<file path="src/rtl/dpram_fifo_ctrl.sv">
`default_nettype none
// ============================================================================
//  Module      : dpram_fifo_ctrl
//  Description : Synchronous FIFO controller for a 2**AW x DW dual-port RAM
//                with synchronous write and asynchronous read. Port A of the
//                RAM is the write side and port B is the read side. Read data
//                is first-word-fall-through: rd_data is ram_dout_b.
//
//  Ports
//    clk         rising-edge clock, shared with the RAM
//    rst_n       asynchronous active-low reset
//    flush       synchronous pointer clear; RAM contents not erased
//    wr_valid    push request          wr_data    push data
//    wr_ready    = ~full               rd_valid   = ~empty
//    rd_ready    pop request           rd_data    = ram_dout_b
//    full/empty  occupancy flags       count      entries held, 0..2**AW
//    ram_we_a    RAM write enable      ram_addr_a RAM write address
//    ram_din_a   RAM write data        ram_we_b   tied 0 (read-only port)
//    ram_addr_b  RAM read address      ram_dout_b RAM async read data
//    overflow    sticky: push attempted while full   (FIFO_ERR_FLAGS_EN only)
//    underflow   sticky: pop attempted while empty   (FIFO_ERR_FLAGS_EN only)
//
//  Build option: define FIFO_ERR_FLAGS_EN to add the overflow/underflow
//  sticky error flags. Without it those ports and registers do not exist.
//
//  Revision    : 1.0 - initial release
// ============================================================================

module dpram_fifo_ctrl #(
    parameter int DW = 8,
    parameter int AW = 4
) (
    input  logic          clk,
    input  logic          rst_n,
    input  logic          flush,
    input  logic          wr_valid,
    input  logic [DW-1:0] wr_data,
    output logic          wr_ready,
    output logic          rd_valid,
    input  logic          rd_ready,
    output logic [DW-1:0] rd_data,
    output logic          full,
    output logic          empty,
    output logic [AW:0]   count,
    output logic          ram_we_a,
    output logic [AW-1:0] ram_addr_a,
    output logic [DW-1:0] ram_din_a,
    output logic          ram_we_b,
    output logic [AW-1:0] ram_addr_b,
    input  logic [DW-1:0] ram_dout_b
`ifdef FIFO_ERR_FLAGS_EN
    ,
    output logic          overflow,
    output logic          underflow
`endif
);

    localparam logic [AW:0] c_PTR_ONE  = {{AW{1'b0}}, 1'b1};
    localparam logic [AW:0] c_PTR_ZERO = '0;

    // Pointers carry one extra wrap bit so that full and empty are
    // distinguishable when the low address bits coincide.
    logic [AW:0] r_wptr;
    logic [AW:0] r_rptr;

    logic w_full;
    logic w_empty;
    logic w_push;
    logic w_pop;

    // ------------------------------------------------------------------
    // Status, derived only from registered pointers so that wr_ready and
    // rd_valid never depend combinationally on wr_valid/rd_ready.
    // ------------------------------------------------------------------
    assign w_empty = (r_wptr == r_rptr);
    assign w_full  = (r_wptr[AW] != r_rptr[AW]) &&
                     (r_wptr[AW-1:0] == r_rptr[AW-1:0]);

    assign full     = w_full;
    assign empty    = w_empty;
    assign count    = r_wptr - r_rptr;
    assign wr_ready = ~w_full;
    assign rd_valid = ~w_empty;

    // A push while full is rejected even if a pop happens the same cycle;
    // flush discards both so the RAM sees no write during a flush.
    assign w_push = wr_valid & ~w_full  & ~flush;
    assign w_pop  = rd_ready & ~w_empty & ~flush;

    // ------------------------------------------------------------------
    // RAM interface
    // ------------------------------------------------------------------
    assign ram_we_a   = w_push;
    assign ram_addr_a = r_wptr[AW-1:0];
    assign ram_din_a  = wr_data;
    assign ram_we_b   = 1'b0;
    assign ram_addr_b = r_rptr[AW-1:0];
    assign rd_data    = ram_dout_b;

    // ------------------------------------------------------------------
    // Pointer registers
    // ------------------------------------------------------------------
    always_ff @(posedge clk or negedge rst_n) begin
        if (!rst_n) begin
            r_wptr <= c_PTR_ZERO;
            r_rptr <= c_PTR_ZERO;
        end else if (flush) begin
            r_wptr <= c_PTR_ZERO;
            r_rptr <= c_PTR_ZERO;
        end else begin
            if (w_push) begin
                r_wptr <= r_wptr + c_PTR_ONE;
            end
            if (w_pop) begin
                r_rptr <= r_rptr + c_PTR_ONE;
            end
        end
    end

`ifdef FIFO_ERR_FLAGS_EN
    // ------------------------------------------------------------------
    // Sticky error flags; only reset or flush clears them.
    // ------------------------------------------------------------------
    logic r_overflow;
    logic r_underflow;

    always_ff @(posedge clk or negedge rst_n) begin
        if (!rst_n) begin
            r_overflow  <= 1'b0;
            r_underflow <= 1'b0;
        end else if (flush) begin
            r_overflow  <= 1'b0;
            r_underflow <= 1'b0;
        end else begin
            if (wr_valid && w_full) begin
                r_overflow <= 1'b1;
            end
            if (rd_ready && w_empty) begin
                r_underflow <= 1'b1;
            end
        end
    end

    assign overflow  = r_overflow;
    assign underflow = r_underflow;
`endif

endmodule

`default_nettype wire

</file>
<file path="config.mk">
export PLATFORM = sky130hd
export DESIGN_NAME = dpram_fifo_ctrl
export DESIGN_NICKNAME = d
export VERILOG_FILES = /design/src/rtl/dpram_fifo_ctrl.sv
export SDC_FILE = /design/constraint.sdc
export NUM_CORES = 1
export LEC_CHECK = 0
export ABC_AREA = 1
export CAP_MARGIN = 40
export CORE_MARGIN = 4
export CORE_UTILIZATION = 35
export CTS_BUF_LIST = sky130_fd_sc_hd__clkbuf_8
export CTS_CLUSTER_SIZE = 30
export DETAILED_ROUTE_END_ITERATION = 10
export DONT_BUFFER_PORTS = 1
export PLACE_DENSITY_LB_ADDON = 0.12
export SYNTH_ARGS = -nofsm -noshare
export SYNTH_HDL_FRONTEND = slang
export SYNTH_SLANG_ARGS = --single-unit
</file>
<file path="constraint.sdc">
create_clock -name clk -period 1.8 [get_ports clk]
set_input_delay 0.36 -clock clk [delete_from_list [all_inputs] [get_ports clk]]
set_output_delay 0.36 -clock clk [all_outputs]
set_load 0.03 [all_outputs]
</file>
==> results of run 1 <==
kinds of logic after synthesis:
family,after synthesis
AO/OA/AOI/OAI,3
XOR/XNOR,4
adder cells (fa/ha/maj),7
buffers and inverters,42
flip-flops,10
other,1
AND/OR/NAND/NOR,68
cell type report:
cell class,count,area (µm²),area share [%]
multi-input cells,83,611,48.8
well taps,31,38.8,3.10
inverters,14,60.1,4.80
repair buffers,29,248,19.8
clock buffers,3,41.3,3.30
flip-flops and latches,10,251,20.1
worst max-delay path by stage:
stage | slack (ns) | start | end
CTS | -0.19 | r_wptr[0]$_DFFE_PN0P_ | count[4]
finish | -0.21 | r_wptr[0]$_DFFE_PN0P_ | count[4]
floorplan | -0.08 | r_wptr[0]$_DFFE_PN0P_ | count[4]
global placement | -0.02 | r_wptr[0]$_DFFE_PN0P_ | count[4]
global route | -0.29 | r_wptr[0]$_DFFE_PN0P_ | count[4]
detailed placement | -0.05 | r_wptr[0]$_DFFE_PN0P_ | count[4]
power by group:
part | switching [mW] | total [mW] | internal [mW]
sequential | 0.0119 | 0.249 | 0.237
combinational | 0.331 | 0.538 | 0.207
clock | 0.0880 | 0.235 | 0.147
what timing repair did:
item	in CTS	in global routing
hold endpoints to repair	10	0
pin swaps	10	7
buffers inserted	5	7
hold buffers	1	0
endpoints found under the setup margin	9	9
gates resized for setup	17	5
synth_stat cells (all sizes together):
cell type | n | share of area [%]
conb | 1 | 0.37
a21boi | 1 | 0.74
a21oi | 1 | 0.49
nand3 | 15 | 7.4
o21bai | 1 | 0.74
ha | 6 | 7.4
nor2 | 4 | 2.2
nand4 | 13 | 8.0
dfrtp | 10 | 25
fa | 1 | 2.0
xor2 | 4 | 3.5
inv | 14 | 5.2
buf | 28 | 20
nand2 | 36 | 17
registers in the layout (all words and copies together), names as in the netlist:
signal and count:
r_wptr 5, r_rptr 5
metal layers:
layer  global-route usage [%]  wire length [µm]
met5                        0                 0
met1                     17.4              1050
met3                     3.10               147
met2                     21.2              1240
met4                     6.06                69
cells in the final DEF, fill, tap and decap left out, drive strengths merged:
cell	count
nand2	36
buf	28
nand3	15
nand4	13
inv	12
dfrtp	10
ha	6
nor2	4
xor2	4
clkbuf	3
clkinvlp	2
a21oi	1
a21boi	1
o21bai	1
fa	1
conb	1
dlygate4sd3	1
worst max-delay path: cells and delay by family, from the launching register on:
family                     cells  cell delay [ns]
adders and majority gates      2             0.49
DFF                            1             0.39
xor gates and xnor gates       1             0.26
and+or+nand+nor                2             0.15
buffers and inverters          2             0.13
per-stage QoR:
step	utilization [%]	std cells
finish	45.3	170
global route	45.3	170
CTS	43.1	163
detailed placement	37.0	154
global placement	37.0	154
floorplan	-	135
==> impl_metrics.yaml, run 1 <==
critical_path:
  cp_slowest_cell: "dfrtp_1"
  slowest_delay_ns: 0.39
  critPathRequiredTime_ns: 1.44
  crit_type: "reg -> out"
  cp_common_cell: "inv_2"
  cp_cell_sequence: "inv_2 -> ha_4 -> inv_2 -> fa_2 -> nand3_2 -> nand2_4 -> xor2_4"
  crit_arrival_ns: 1.65
  r2r_cells: 8
  r2r_start: "r_wptr[3]$_DFFE_PN0P_"
  rr_endpoint: "r_wptr[4]$_DFFE_PN0P_"
  start_kind: "register"
  setup.worst_path.end_class: "primary output"
  r2r_slack_ns: 0.18
  worstPathMaxFanout: 2
worst_hold_path:
  hold_end: "r_rptr[0]$_DFFE_PN0P_"
  worst_hold_path.num_cells: 2
  holdCritStartpoint: "rd_ready"
  holdCritPathClass: "in -> reg"
layout:
  fin_nets: 169
  num-fill-cells: 277
  drive_above_1_share_pct: 42.4
  syn2layout_area_growth_pct: 23.6
  n_antenna_cell: 0
  fin_area_um2: 1250
global_routing:
  grtUsageTotal_pct: 13.4
  grt_first_pass_wirelength_mm: 3.76
  grt_pass1_vias: 750
  antenna_found_initial: 0
  grt_max_degree: 21
  grt-ovfl-total: 0
power:
  power_density_nw_per_um2: 817
  p_total_mw: 1.02
  peakVddDrop_mv: 0.542
  leakage_nw: 0.639
sta:
  hold-worst-slack_ns: 0.275
  clock.fmax_mhz: 497
  fin_setup_tns_ns: -0.813
  grt_setup_unrepaired: "yes"
  finalMaxSlewViolations: 0
  worst_slew_pin_slew_ns: 0.566
  period_share_pct: 112
  finalSetupViolCount: 9
  hold_violations: 0
  slew_headroom_pct: 62.2
  skew_ns: 0.000993
  setup_ws_ns: -0.212
  period_minus_slack_ns: 2.01
synth:
  muxShareOfSynthArea_pct: 0
  synth-compound-area-share_pct: 1.98
  synth_top_family_by_area: "simple AND/OR/NAND/NOR gates"
  synthSimpleGateAreaFrac_pct: 34.5
  syn-num-nets: 163
  yosysWarnings: 0
  yosysSeqAreaShare_pct: 24.8
  synth.cell_area_um2: 1010
  synth_cell_type_count: 18
  synth-xor-area-share_pct: 3.47
  synth-seq-cells: 10
  synth_fa_ha_area_share_pct: 9.41
  synth.avg_cell_area_um2: 7.49
  syn-instance-count: 135
place:
  port_buffers: 0
  placed_area_um2: 1020
  dp_hpwl_mm: 1.74
  gp_congestion: 0.779
  post-place-ws_ns: -0.0504
floorplanning:
  core-area_um2: 2760
  fp.dieW_um: 61.7
  die_y_um: 61.7
  io_pins: 56
  rows: 19
  die_area_um2: 3810
  initial_core_util_pct: 36.7
detailed_routing:
  drc: 0
  antenna_left: 0
  routed_wl_mm: 2.51
  wl_per_cell_um: 14.8
  post_drt_via_cell_ratio: 4.98
  drt-initial-drc-count: 35
  vias: 846
  first_pass_iters: 4
cts:
  clkTransAtPathRegs_ns: 0.05
  insertion_delay_ns: 0.23
  htreeDepth: 1
  cts_tree: "built"
  cts_made_buffers: 3
  cts_root_buffer: "clkbuf_8"
  clockBufferDepth: 2
  cts.sinks: 10
flow_run:
  drv_cap: 0
outcome:
  outcome: "finished, violations left"
  violations: "negative setup slack"
Power figures use the tool's default switching activity.
==> inputs of run 2 (changes only) <==
--- a/config.mk
+++ b/config.mk
@@ -7,13 +7,15 @@
 export LEC_CHECK = 0
 export ABC_AREA = 1
 export CAP_MARGIN = 40
+export CELL_PAD_IN_SITES_DETAIL_PLACEMENT = 1
+export CELL_PAD_IN_SITES_GLOBAL_PLACEMENT = 1
 export CORE_MARGIN = 4
 export CORE_UTILIZATION = 35
 export CTS_BUF_LIST = sky130_fd_sc_hd__clkbuf_8
 export CTS_CLUSTER_SIZE = 30
 export DETAILED_ROUTE_END_ITERATION = 10
 export DONT_BUFFER_PORTS = 1
-export PLACE_DENSITY_LB_ADDON = 0.12
+export PLACE_DENSITY_LB_ADDON = 0.08
 export SYNTH_ARGS = -nofsm -noshare
 export SYNTH_HDL_FRONTEND = slang
 export SYNTH_SLANG_ARGS = --single-unit
==> run 2 against run 1 <==
Against the previous run:
- the run still ends with negative setup slack left
- count of clock-buffer cells in the layout is the same
- non-clock buffer count shrank 4
- sequential share of layout area grew 0.41 points
- clock power shrank 4%
- die area is the same
- core utilization shrank 0.91 points
- critical path depth is the same
- critical path type unchanged
- critical endpoint unchanged
==> impl_metrics.yaml, run 2 (synthesis gave the netlist of run 1 again) <==
cts:
  htreeDepth: 1
  cts_tree: "built"
  insertion_delay_ns: 0.23
  cts.sinks: 10
  cts_root_buffer: "clkbuf_8"
  clockBufferDepth: 2
  cts_made_buffers: 3
  clkTransAtPathRegs_ns: 0.05
critical_path:
  crit_start: "r_wptr[0]$_DFFE_PN0P_"
  critPathBufInv: 2
  rr_endpoint: "r_rptr[4]$_DFFE_PN0P_"
  r2r_slack_ns: 0.21
  critPathCapture: "count[4]"
  cp_top_family: "adder cells"
  slowest_delay_ns: 0.38
  cp_slowest_cell: "dfrtp_1"
  worstPathMaxFanout: 2
  r2r_start: "r_wptr[2]$_DFFE_PN0P_"
  critPathRequiredTime_ns: 1.44
  crit_type: "reg -> out"
  crit_arrival_ns: 1.63
  setup.worst_path.end_class: "primary output"
  cp_num_cells: 7
  start_kind: "register"
  cp_cell_sequence: "inv_2 -> ha_4 -> inv_4 -> fa_2 -> nand3_2 -> nand2_2 -> xor2_4"
  r2r_cells: 9
floorplanning:
  die_y_um: 61.7
  die_area_um2: 3810
  rows: 19
  core-area_um2: 2760
  io_pins: 56
  fp.dieW_um: 61.7
  initial_core_util_pct: 36.7
sta:
  hold_violations: 0
  clock.fmax_mhz: 504
  period_minus_slack_ns: 1.99
  grt_setup_unrepaired: "yes"
  setup_ws_ns: -0.186
  finalSetupViolCount: 7
  hold-worst-slack_ns: 0.279
  skew_ns: 0.000686
  slew_headroom_pct: 62.0
  finalMaxSlewViolations: 0
  worst_slew_pin_slew_ns: 0.570
  period_share_pct: 110
global_routing:
  grt_first_pass_wirelength_mm: 3.99
  grt_pass1_vias: 827
  grt-ovfl-total: 0
  antenna_found_initial: 0
  grt_max_degree: 21
  grtUsageTotal_pct: 14.2
layout:
  syn2layout_area_growth_pct: 21.2
  n_antenna_cell: 0
  fin_nets: 165
  fin_area_um2: 1220
  mostFrequentLayoutCell: "nand2_1"
  drive_above_1_share_pct: 41.5
  post-route-util_pct: 44.4
  final_cell_mix: "26 x nand2_1, 19 x buf_4, 14 x nand3_1, 13 x nand4_1, 9 x dfrtp_1"
  reg.largest.list: "r_rptr (5), r_wptr (5)"
power:
  p_int_mw: 0.599
  p_comb_share_pct: 53.5
  power_density_nw_per_um2: 834
  leakage_nw: 0.623
  pwr-share-clk_pct: 22.2
  peakVddDrop_mv: 0.497
  p_total_mw: 1.02
  p_seq_share_pct: 24.4
  power_switching_share_pct: 41.4
  p_sw_mw: 0.423
detailed_routing:
  vias: 847
  drt-initial-drc-count: 18
  drc: 0
  wl_per_cell_um: 14.9
  post_drt_via_cell_ratio: 5.10
  routed_wl_mm: 2.47
  first_pass_iters: 4
  antenna_left: 0
outcome:
  violations: "negative setup slack"
  outcome: "finished, violations left"
worst_hold_path:
  holdCritPathClass: "in -> reg"
place:
  post-place-ws_ns: -0.0726
  port_buffers: 0
  gp_congestion: 0.716
  dp_hpwl_mm: 1.89
  placed_area_um2: 1020
flow_run:
  drv_cap: 0
run 2: changes by cell type in the layout (fill, tap and decap cells not counted), sizes merged:
cell / change
buf: -4
run 2: worst min path at each step:
stage	from	end	depth (start not counted)	slack (ns)
2_1_floorplan	rst_n	r_rptr[0]$_DFFE_PN0P_	0	0.06
3_3_place_gp	rst_n	r_wptr[4]$_DFFE_PN0P_	0	0.06
3_5_place_dp	rst_n	r_wptr[3]$_DFFE_PN0P_	0	0.06
4_1_cts	rd_ready	r_rptr[0]$_DFFE_PN0P_	2	0.28
5_1_grt	wr_valid	r_wptr[2]$_DFFE_PN0P_	2	0.29
6_report	rd_ready	r_rptr[0]$_DFFE_PN0P_	2	0.28
run 2: power groups by stage:
stage | clock network, mW | logic [mW] | registers [mW]
4_1_cts | 0.231 | 0.544 | 0.249
6_report | 0.226 | 0.546 | 0.249
3_3_place_gp | 0 | 0.445 | 0.247
2_1_floorplan | 0 | 0.403 | 0.256
5_1_grt | 0.248 | 0.590 | 0.250
3_5_place_dp | 0 | 0.455 | 0.248
run 2: metrics by stage:
stage / std cells / TNS, ns
after floorplan: 135 / -0.0968
after global placement: 154 / -0.0182
after detailed placement: 154 / -0.0984
after CTS: 162 / -0.650
after global routing: 166 / -1.03
final: 166 / -0.506
run 2: per-layer routing:
layer,routed length (µm),vias to the layer above,global-route usage (%),part of all wire (%)
met5,0,-,0,0
met3,113,10,1.65,4.6
li1,-,413,-,-
met2,1230,19,23.5,50
met4,35,0,6.06,1.4
met1,1090,405,18.6,44
run 2: final cells by class:
cell class / count / area (µm²)
clock buffer: 3 / 41.3
fill: 327 / 1530
inverter: 14 / 62.6
multi-input combinational: 83 / 613
sequential: 10 / 251
tap: 31 / 38.8
timing repair buffer: 25 / 218
run 2: what timing repair did:
action | in CTS | in global routing
buffers inserted | 4 | 4
pin swaps | 13 | 9
hold buffers | 1 | 0
hold endpoints to repair | 10 | 0
gates resized for setup | 21 | 3
setup endpoints to repair | 9 | 9
